**src/rtl/fetch_stage_if.sv**
```systemverilog
// Fetch-stage bundle: instruction-memory request channel, redirect input,
// and the decode-facing instruction stream.
interface fetch_stage_if;
   logic        imem_req;
   logic [31:0] imem_addr;
   logic        imem_ack;
   logic [31:0] imem_rdata;
   logic        redirect_valid;
   logic [31:0] redirect_pc;
   logic        instr_valid;
   logic [31:0] instr;
   logic [31:0] instr_pc;
   logic        instr_ready;

   modport master (
      output imem_req, imem_addr, instr_valid, instr, instr_pc,
      input  imem_ack, imem_rdata, redirect_valid, redirect_pc, instr_ready
   );

   modport slave (
      input  imem_req, imem_addr, instr_valid, instr, instr_pc,
      output imem_ack, imem_rdata, redirect_valid, redirect_pc, instr_ready
   );
endinterface

```
**src/rtl/fetch_stage.sv**
```systemverilog
// RISC-V instruction fetch: single-outstanding imem requests feeding a
// 2-entry {pc, word} buffer, with redirect-driven flush and stale-ack dropping.
module fetch_stage #(
   parameter logic [31:0] RESET_PC = 32'h0000_0000
) (
   input  logic         clk,
   input  logic         reset,
   fetch_stage_if.master bus
);

   typedef enum logic [1:0] {
      ST_IDLE  = 2'd0,
      ST_FETCH = 2'd1,
      ST_DROP  = 2'd2
   } state_t;

   state_t      state_r, state_s;
   logic        req_r, req_s;
   logic [31:0] addr_r, addr_s;
   logic [31:0] fetch_pc_r, fetch_pc_s;
   logic [31:0] pending_pc_r, pending_pc_s;
   logic [1:0]  count_r;
   logic [31:0] head_pc_r, head_word_r, tail_pc_r, tail_word_r;
   logic        push_s, flush_s, pop_s, ack_s;
   logic [2:0]  cnt_base_s;
   logic [31:0] redir_pc_s, drop_target_s;

   assign ack_s         = bus.imem_ack & req_r;
   assign pop_s         = (count_r != 2'd0) & bus.instr_ready;
   assign redir_pc_s    = bus.redirect_pc & ~32'h0000_0003;
   assign cnt_base_s    = {1'b0, count_r} - {2'b00, pop_s};
   assign drop_target_s = bus.redirect_valid ? redir_pc_s : pending_pc_r;

   assign bus.imem_req    = req_r;
   assign bus.imem_addr   = addr_r;
   assign bus.instr_valid = (count_r != 2'd0);
   assign bus.instr       = head_word_r;
   assign bus.instr_pc    = head_pc_r;

   // Next-state, request and buffer-control decisions
   always_comb begin
      state_s      = state_r;
      req_s        = req_r;
      addr_s       = addr_r;
      fetch_pc_s   = fetch_pc_r;
      pending_pc_s = pending_pc_r;
      push_s       = 1'b0;
      flush_s      = 1'b0;
      case (state_r)
         ST_IDLE: begin
            if (bus.redirect_valid) begin
               flush_s    = 1'b1;
               req_s      = 1'b1;
               addr_s     = redir_pc_s;
               fetch_pc_s = redir_pc_s;
               state_s    = ST_FETCH;
            end else if (cnt_base_s <= 3'd1) begin
               req_s   = 1'b1;
               addr_s  = fetch_pc_r;
               state_s = ST_FETCH;
            end else begin
               req_s   = 1'b0;
            end
         end
         ST_FETCH: begin
            if (bus.redirect_valid) begin
               flush_s = 1'b1;
               if (ack_s) begin
                  addr_s     = redir_pc_s;
                  fetch_pc_s = redir_pc_s;
               end else begin
                  pending_pc_s = redir_pc_s;
                  state_s      = ST_DROP;
               end
            end else if (ack_s) begin
               push_s     = 1'b1;
               fetch_pc_s = addr_r + 32'd4;
               // the returning word needs a free slot, so only re-issue with one left
               if ((cnt_base_s + 3'd1) <= 3'd1) begin
                  addr_s = addr_r + 32'd4;
               end else begin
                  req_s   = 1'b0;
                  state_s = ST_IDLE;
               end
            end else begin
               state_s = ST_FETCH;
            end
         end
         ST_DROP: begin
            if (bus.redirect_valid) begin
               flush_s      = 1'b1;
               pending_pc_s = redir_pc_s;
            end else begin
               flush_s      = 1'b0;
            end
            if (ack_s) begin
               req_s      = 1'b1;
               addr_s     = drop_target_s;
               fetch_pc_s = drop_target_s;
               state_s    = ST_FETCH;
            end else begin
               state_s    = ST_DROP;
            end
         end
         default: begin
            req_s   = 1'b0;
            state_s = ST_IDLE;
         end
      endcase
   end

   // FSM, request and PC registers
   always_ff @(posedge clk or posedge reset) begin
      if (reset) begin
         state_r      <= ST_IDLE;
         req_r        <= 1'b0;
         addr_r       <= RESET_PC;
         fetch_pc_r   <= RESET_PC;
         pending_pc_r <= RESET_PC;
      end else begin
         state_r      <= state_s;
         req_r        <= req_s;
         addr_r       <= addr_s;
         fetch_pc_r   <= fetch_pc_s;
         pending_pc_r <= pending_pc_s;
      end
   end

   // Two-entry instruction buffer; head is zeroed whenever it becomes empty
   always_ff @(posedge clk or posedge reset) begin
      if (reset) begin
         count_r     <= 2'd0;
         head_pc_r   <= 32'd0;
         head_word_r <= 32'd0;
         tail_pc_r   <= 32'd0;
         tail_word_r <= 32'd0;
      end else if (flush_s) begin
         count_r     <= 2'd0;
         head_pc_r   <= 32'd0;
         head_word_r <= 32'd0;
      end else begin
         case ({push_s, pop_s})
            2'b10: begin
               count_r <= count_r + 2'd1;
               if (count_r == 2'd0) begin
                  head_pc_r   <= addr_r;
                  head_word_r <= bus.imem_rdata;
               end else begin
                  tail_pc_r   <= addr_r;
                  tail_word_r <= bus.imem_rdata;
               end
            end
            2'b01: begin
               count_r <= count_r - 2'd1;
               if (count_r == 2'd2) begin
                  head_pc_r   <= tail_pc_r;
                  head_word_r <= tail_word_r;
               end else begin
                  head_pc_r   <= 32'd0;
                  head_word_r <= 32'd0;
               end
            end
            2'b11: begin
               if (count_r == 2'd2) begin
                  head_pc_r   <= tail_pc_r;
                  head_word_r <= tail_word_r;
                  tail_pc_r   <= addr_r;
                  tail_word_r <= bus.imem_rdata;
               end else begin
                  head_pc_r   <= addr_r;
                  head_word_r <= bus.imem_rdata;
               end
            end
            default: begin
               count_r <= count_r;
            end
         endcase
      end
   end

endmodule

```
**src/flat_wrapper.sv**
```systemverilog
// flat-port wrapper written by rule: the top's interface ports become plain ports
module fetch_stage_flat 
#(
   parameter logic [31:0] RESET_PC = 32'h0000_0000
)
  (clk, reset, bus_imem_req, bus_imem_addr, bus_instr_valid, bus_instr, bus_instr_pc, bus_imem_ack, bus_imem_rdata, bus_redirect_valid, bus_redirect_pc, bus_instr_ready);
  fetch_stage_if bus_i ();
  input  logic clk;
  input  logic reset;
  output wire logic [$bits(bus_i.imem_req)-1:0] bus_imem_req;
  output wire logic [$bits(bus_i.imem_addr)-1:0] bus_imem_addr;
  output wire logic [$bits(bus_i.instr_valid)-1:0] bus_instr_valid;
  output wire logic [$bits(bus_i.instr)-1:0] bus_instr;
  output wire logic [$bits(bus_i.instr_pc)-1:0] bus_instr_pc;
  input wire logic [$bits(bus_i.imem_ack)-1:0] bus_imem_ack;
  input wire logic [$bits(bus_i.imem_rdata)-1:0] bus_imem_rdata;
  input wire logic [$bits(bus_i.redirect_valid)-1:0] bus_redirect_valid;
  input wire logic [$bits(bus_i.redirect_pc)-1:0] bus_redirect_pc;
  input wire logic [$bits(bus_i.instr_ready)-1:0] bus_instr_ready;
  assign bus_imem_req = bus_i.imem_req;
  assign bus_imem_addr = bus_i.imem_addr;
  assign bus_instr_valid = bus_i.instr_valid;
  assign bus_instr = bus_i.instr;
  assign bus_instr_pc = bus_i.instr_pc;
  assign bus_i.imem_ack = bus_imem_ack;
  assign bus_i.imem_rdata = bus_imem_rdata;
  assign bus_i.redirect_valid = bus_redirect_valid;
  assign bus_i.redirect_pc = bus_redirect_pc;
  assign bus_i.instr_ready = bus_instr_ready;
  fetch_stage #(.RESET_PC(RESET_PC)) u_core (.clk(clk), .reset(reset), .bus(bus_i));
endmodule
```
**config.mk**
```make
export PLATFORM = sky130hd
export DESIGN_NAME = fetch_stage_flat
export DESIGN_NICKNAME = d
export VERILOG_FILES = /design/src/rtl/fetch_stage_if.sv /design/src/rtl/fetch_stage.sv /design/src/flat_wrapper.sv
export SDC_FILE = /design/constraint.sdc
export NUM_CORES = 1
export LEC_CHECK = 0
export BUFFER_PORTS_ARGS = -buffer_cell sky130_fd_sc_hd__clkbuf_2
export CAP_MARGIN = 5
export CORE_UTILIZATION = 50
export CTS_CLUSTER_DIAMETER = 60
export DETAILED_ROUTE_END_ITERATION = 10
export GPL_TIMING_DRIVEN = 0
export PLACE_DENSITY_LB_ADDON = 0.3
export SYNTH_ARGS = -nofsm -noshare
export SYNTH_HDL_FRONTEND = slang
export SYNTH_SLANG_ARGS = --single-unit
export TNS_END_PERCENT = 50
```
**constraint.sdc**
```tcl
create_clock -name clk -period 11.6 [get_ports clk]
set_input_delay 2.32 -clock clk [delete_from_list [all_inputs] [get_ports clk]]
set_output_delay 2.32 -clock clk [all_outputs]
set_load 0.03 [all_outputs]
```
==> impl_metrics.ini, run 1 <==
[timing]
worst_pin_slew_ns = 0.981
fmax_mhz = 185
setup_tns_ns = 0
fin_crit_sh = 0.466
rsz0062_at_grt = no
period_minus_slack_ns = 5.40
finalSetupViolations = 0
hold_viol = 0
timing.hold.ws_ns = 0.474
slew_headroom = 0.346
slew_violations = 0
skew_ns = 0.0190

[routing]
vias = 10663
drt_wl_total_um = 36200
dr.pass1.iters = 6
post_drt_wl_per_cell_um = 20.5
wl_met1_um = 15600
vias_per_cell = 6.03
wl_met3_um = 3180
drt_iter0_markers = 1125
drc = 0
ant_nets = 0
dr_wl_met2_um = 16400
routed.top_layer = met4

[synth]
synthFlopType = dfrtp_1
synth_seq_cells = 229
yosysUniqueCellTypes = 74
ys_seq_area_frac = 0.469
syn_nets = 1318
yosysWarnings = 0
ys_async_sr_fraction = 1.00
syn-cell-area_um2 = 12200
syn_inst = 1237
synth-edff-count = 0
syn_area_per_cell_um2 = 9.88

[clock_tree]
cts_resized = 0
cts_setup_buffers = 0
root_buffer = clkbuf_16
clockBufferDepth = 3
clock-sinks = 229
hold_buffers = 0
cts_buffers = 26
ctsHtreeMaxLevel = 1
clock_latency_ns = 0.55
path_clk_slew_ns = 0.06
cts_tree = done

[floorplan]
die_w_um = 158
rows = 56
initial_core_util = 0.514
dieArea_um2 = 25100
core_area_um2 = 23800
die_h_um = 158
ios = 167

[layout]
fin_nets = 1511
drive_above_1_share = 0.251
final_cell_mix = 229 x dfrtp_1, 164 x clkbuf_2, 161 x nand2_1, 135 x a21oi_1, 90 x mux2_2
syn2layout_area_growth_pct = 17.2
utilization = 0.603
post-route-cell-area_um2 = 14300
final_common_cell = dfrtp_1
antenna_cells = 0
stdcell_count = 1768
nFillCells = 2052

[setup_path]
path_max_fanout = 10
cp.depth = 12
start_kind = primary input
max_stage_delay_ns = 0.77
end_kind = flip-flop
crit_chain = clkbuf_2 -> buf_2 -> nor2b_1 -> clkbuf_8 -> buf_2 -> nand2_1 -> ha_1 -> nand2b_1 -> a21oi_1 -> clkbuf_1 -> nand2_1 -> o31ai_1
path_buf_inv = 5
worstPathArrival_ns = 5.83
crit_family = buffers and inverters
worstRegToRegCells = 12
worstSetupPathType = in -> reg
worstPathRequired_ns = 12.03
cp_slowest_cell = a21oi_1

[job]
maxCapViolCount = 0

[placement]
dpl.hpwl_um = 26400
place_area_um2 = 13500
gp_congestion = 0.933
dp_cells = 1721
io_buffers = 164

[power]
p_leak_nw = 6.65
peakVddDrop_mv = 0.201
powerDensity_nw_per_um2 = 282

[hold_path]
hp-class = reg -> reg
hold_depth = 2

[global_routing]
grt-ovfl-total = 0
grt_antenna_before_repair = 0
grt_max_degree = 129
grtUsageTotal = 0.296
grt_pass1_vias = 10199
grt_first_pass_wirelength_um = 57100

[run_status]
status = completed
## flip-flops by register name, indices dropped and copies added, names as in the netlist
name,flops
u_core.bus.imem_req,1
u_core.pending_pc_r,32
u_core.state_r,2
u_core.bus.instr_pc,32
u_core.tail_word_r,32
u_core.count_r,2
u_core.tail_pc_r,32
u_core.bus.instr,32
u_core.bus.imem_addr,32
u_core.fetch_pc_r,32
## worst reg2reg max path, cell delays in order (launching register included)
cell	delay [ns]
dfrtp_1	0.41
inv_1	0.10
ha_1	0.28
nor2b_1	0.44
clkbuf_8	0.28
buf_2	0.28
nand2_1	0.15
ha_1	0.38
nand2b_1	0.10
a21oi_1	0.77
clkbuf_1	0.54
nand2_1	0.15
o31ai_1	0.10
## metrics by stage
| stage | setup WS [ns] | power [mW] |
|---|---|---|
| after floorplan | 3.00 | 2.57 |
| after global placement | 0.350 | 3.13 |
| after detailed placement | 5.74 | 3.19 |
| after CTS | 6.26 | 4.01 |
| after global routing | 5.99 | 4.26 |
| final | 6.20 | 4.03 |
## cells in the mapped netlist, types with 4 or more instances
cell type / number / area [um^2]
a211oi_1: 21 / 158
a21o_1: 8 / 60.1
a21oi_1: 135 / 676
a22o_1: 4 / 35.0
a22oi_1: 12 / 90.1
a31oi_1: 13 / 81.3
a41oi_1: 4 / 35.0
and2_1: 26 / 163
and3_1: 8 / 50.1
buf_1: 9 / 33.8
buf_2: 25 / 125
buf_6: 8 / 90.1
clkbuf_1: 43 / 161
clkbuf_8: 7 / 96.3
dfrtp_1: 229 / 5730
ha_1: 11 / 138
inv_1: 18 / 67.6
mux2_1: 12 / 135
mux2_2: 90 / 1010
mux2i_1: 7 / 70.1
nand2_1: 161 / 604
nand2b_1: 6 / 37.5
nand3_1: 22 / 110
nand4_1: 5 / 31.3
nor2_1: 67 / 251
nor2b_1: 14 / 87.6
nor3_1: 10 / 50.1
nor4_1: 6 / 37.5
o2111ai_1: 4 / 35.0
o211ai_1: 24 / 180
o21ai_0: 61 / 305
o31ai_1: 84 / 631
xnor2_1: 10 / 87.6
xor2_1: 5 / 43.8
## kinds of logic after synthesis
kind of cell               share of synthesized area
AOI/OAI and AO/OA                              0.213
and+or+nand+nor                                0.144
DFF                                            0.469
buffers and inverters                         0.0505
muxes                                         0.0997
xor gates and xnor gates                      0.0108
adders and majority gates                     0.0129
## worst paths after layout
path,to,slack (ns),start
worst max register to register,u_core.bus.instr[0]$_DFFE_PP0P_,7.51,u_core.state_r[1]$_DFFE_PP0P_
max in group asynchronous,u_core.fetch_pc_r[21]$_DFFE_PP0P_,8.54,reset
min in group asynchronous,u_core.bus.imem_addr[7]$_DFFE_PP0P_,1.93,reset
worst min-delay path,u_core.bus.instr[9]$_DFFE_PP0P_,0.47,u_core.bus.instr[9]$_DFFE_PP0P_
worst min register to register,u_core.bus.instr[9]$_DFFE_PP0P_,0.47,u_core.bus.instr[9]$_DFFE_PP0P_
worst max-delay path,u_core.bus.instr[0]$_DFFE_PP0P_,6.20,bus_redirect_valid
## metal layers
| layer | up-vias | track usage |
|---|---|---|
| li1 | 4911 | - |
| met1 | 5178 | 0.404 |
| met2 | 502 | 0.471 |
| met3 | 72 | 0.0642 |
| met4 | 0 | 0.0929 |
| met5 | - | 0 |
## report_power, final
part	total (mW)	switching (mW)	internal (mW)
Clock	0.815	0.329	0.486
Combinational	1.87	1.23	0.643
Sequential	1.35	0.251	1.10
## area by class of cell
cell class	instances	area [um^2]	area share
multi-input combinational	892	5870	0.410
timing repair buffer	165	848	0.0592
buffer	97	546	0.0381
sequential	229	5730	0.400
clock inverter	5	61.3	0.00428
tap	319	399	0.0279
inverter	19	78.8	0.00550
clock buffer	42	791	0.0552
Power figures use the tool's default switching activity.
==> run 2, diff against run 1 <==
- clock period: 11.6 -> 5.5 ns (I/O delays scaled with it)
==> run 2 against run 1 <==
  * Setup slack lost 5.0 ns
  * Clock skew decreased by 0.0069 ns
  * Global-route usage rose by 0.20 points
  * Final area up 1.3%
  * First-iteration DRC count increased by 1.5%
  * Final cell count is 0.34% higher
  * Power grew 120%
  * Sequential share of layout area down 0.51 points
  * Largest power group unchanged
==> impl_metrics.ini, run 2 (synthesis results as in run 1) <==
[setup_path]
worstSetupPathType = in -> reg
crit_family = buffers and inverters
path_buf_inv = 5
crit_chain = clkbuf_2 -> buf_2 -> nor2b_1 -> clkbuf_8 -> buf_2 -> nand2_1 -> ha_1 -> nand2b_1 -> a21oi_1 -> clkbuf_1 -> nand2_1 -> o31ai_1
path_max_fanout = 10
start_kind = primary input
max_stage_delay_ns = 0.79
worstPathRequired_ns = 5.93
end_kind = flip-flop
cp_slowest_cell = a21oi_1
worstPathArrival_ns = 4.70
reg2reg_slack_ns = 1.29

[layout]
final_cell_mix = 229 x dfrtp_1, 164 x clkbuf_2, 161 x nand2_1, 135 x a21oi_1, 90 x mux2_2
fin_nets = 1516
post-route-cell-area_um2 = 14500
final_common_cell = dfrtp_1
antenna_cells = 0
syn2layout_area_growth_pct = 18.8
drive_above_1_share = 0.259
nFillCells = 2018

[clock_tree]
ctsHtreeMaxLevel = 1
clockBufferDepth = 3
clock_latency_ns = 0.54
cts_setup_buffers = 0
hold_buffers = 0
root_buffer = clkbuf_16
clock-sinks = 229
cts_resized = 0
path_clk_slew_ns = 0.06
cts_tree = done
cts_buffers = 26

[power]
p_leak_nw = 6.73
powerDensity_nw_per_um2 = 600
peakVddDrop_mv = 0.406

[floorplan]
initial_core_util = 0.514
rows = 56
die_w_um = 158
core_area_um2 = 23800
dieArea_um2 = 25100
die_h_um = 158
ios = 167

[run_status]
status = completed

[global_routing]
grt-ovfl-total = 0
grt_antenna_before_repair = 0
grt_pass1_vias = 10205
grt_first_pass_wirelength_um = 57100
grtUsageTotal = 0.298
grt_max_degree = 42

[placement]
gp_congestion = 0.933
place_area_um2 = 13600
dpl.hpwl_um = 27100
io_buffers = 164

[timing]
fmax_mhz = 234
fin_crit_sh = 0.776
setup_tns_ns = 0
worst_pin_slew_ns = 1.00
slew_violations = 0
hold_viol = 0
finalSetupViolations = 0
skew_ns = 0.0121
rsz0062_at_grt = no
period_minus_slack_ns = 4.27
slew_headroom = 0.332

[hold_path]
hp-class = reg -> reg

[routing]
drc = 0
vias = 10770
vias_per_cell = 6.07
post_drt_wl_per_cell_um = 20.8
dr.pass1.iters = 5
drt_iter0_markers = 1142
ant_nets = 0
drt_wl_total_um = 36900

[job]
maxCapViolCount = 0
run 2: layer usage:
| metal | up-vias | wire, um | global-route usage | share of wire |
|---|---|---|---|---|
| li1 | 4909 | - | - | - |
| met1 | 5244 | 15600 | 0.408 | 0.42 |
| met2 | 520 | 16700 | 0.467 | 0.45 |
| met3 | 97 | 3250 | 0.0615 | 0.088 |
| met4 | 0 | 1360 | 0.113 | 0.037 |
| met5 | - | 0 | 0 | 0 |
run 2: final timing paths:
| check | cells after the start | start | end |
|---|---|---|---|
| worst min-delay path | 2 | u_core.fetch_pc_r[2]$_DFFE_PP0P_ | u_core.fetch_pc_r[2]$_DFFE_PP0P_ |
| worst max-delay path | 12 | bus_redirect_valid | u_core.bus.instr[4]$_DFFE_PP0P_ |
| worst max register to register | 12 | u_core.state_r[1]$_DFFE_PP0P_ | u_core.bus.instr[4]$_DFFE_PP0P_ |
| min in group asynchronous | 2 | reset | u_core.bus.instr_pc[7]$_DFFE_PP0P_ |
| worst min register to register | 2 | u_core.fetch_pc_r[2]$_DFFE_PP0P_ | u_core.fetch_pc_r[2]$_DFFE_PP0P_ |
| max in group asynchronous | 6 | reset | u_core.bus.instr_pc[31]$_DFFE_PP0P_ |
run 2: final cells by class:
class / count / area (um^2) / share of cell area
Multi-Input combinational cell: 892 / 5870 / 0.405
Buffer: 97 / 546 / 0.0376
Tap cell: 319 / 399 / 0.0275
Clock inverter: 16 / 226 / 0.0156
Clock buffer: 32 / 723 / 0.0498
Inverter: 19 / 75.1 / 0.00517
Timing Repair Buffer: 170 / 941 / 0.0648
Sequential cell: 229 / 5730 / 0.395
run 2: worst min-delay path, stage by stage (launching register included):
cell,delay [ns]
dfrtp_1,0.34
nand2_1,0.05
nand2_1,0.05
run 2: through the flow:
stage / util / power, mW / hold slack, ns / cells / setup slack (ns)
2_1_floorplan: - / 5.42 / 0.439 / 1237 / 1.41
3_3_place_gp: 0.566 / 6.62 / 0.454 / 1720 / 0.00684
3_5_place_dp: 0.571 / 6.72 / 0.464 / 1726 / 0.807
4_1_cts: 0.611 / 8.65 / 0.478 / 1774 / 1.31
5_1_grt: 0.611 / 9.18 / 0.496 / 1774 / 1.04
6_report: 0.611 / 8.70 / 0.473 / 1774 / 1.23
run 2: where the power goes:
group | internal (mW) | switching (mW)
registers | 2.32 | 0.533
clock network | 1.17 | 0.731
logic | 1.36 | 2.59
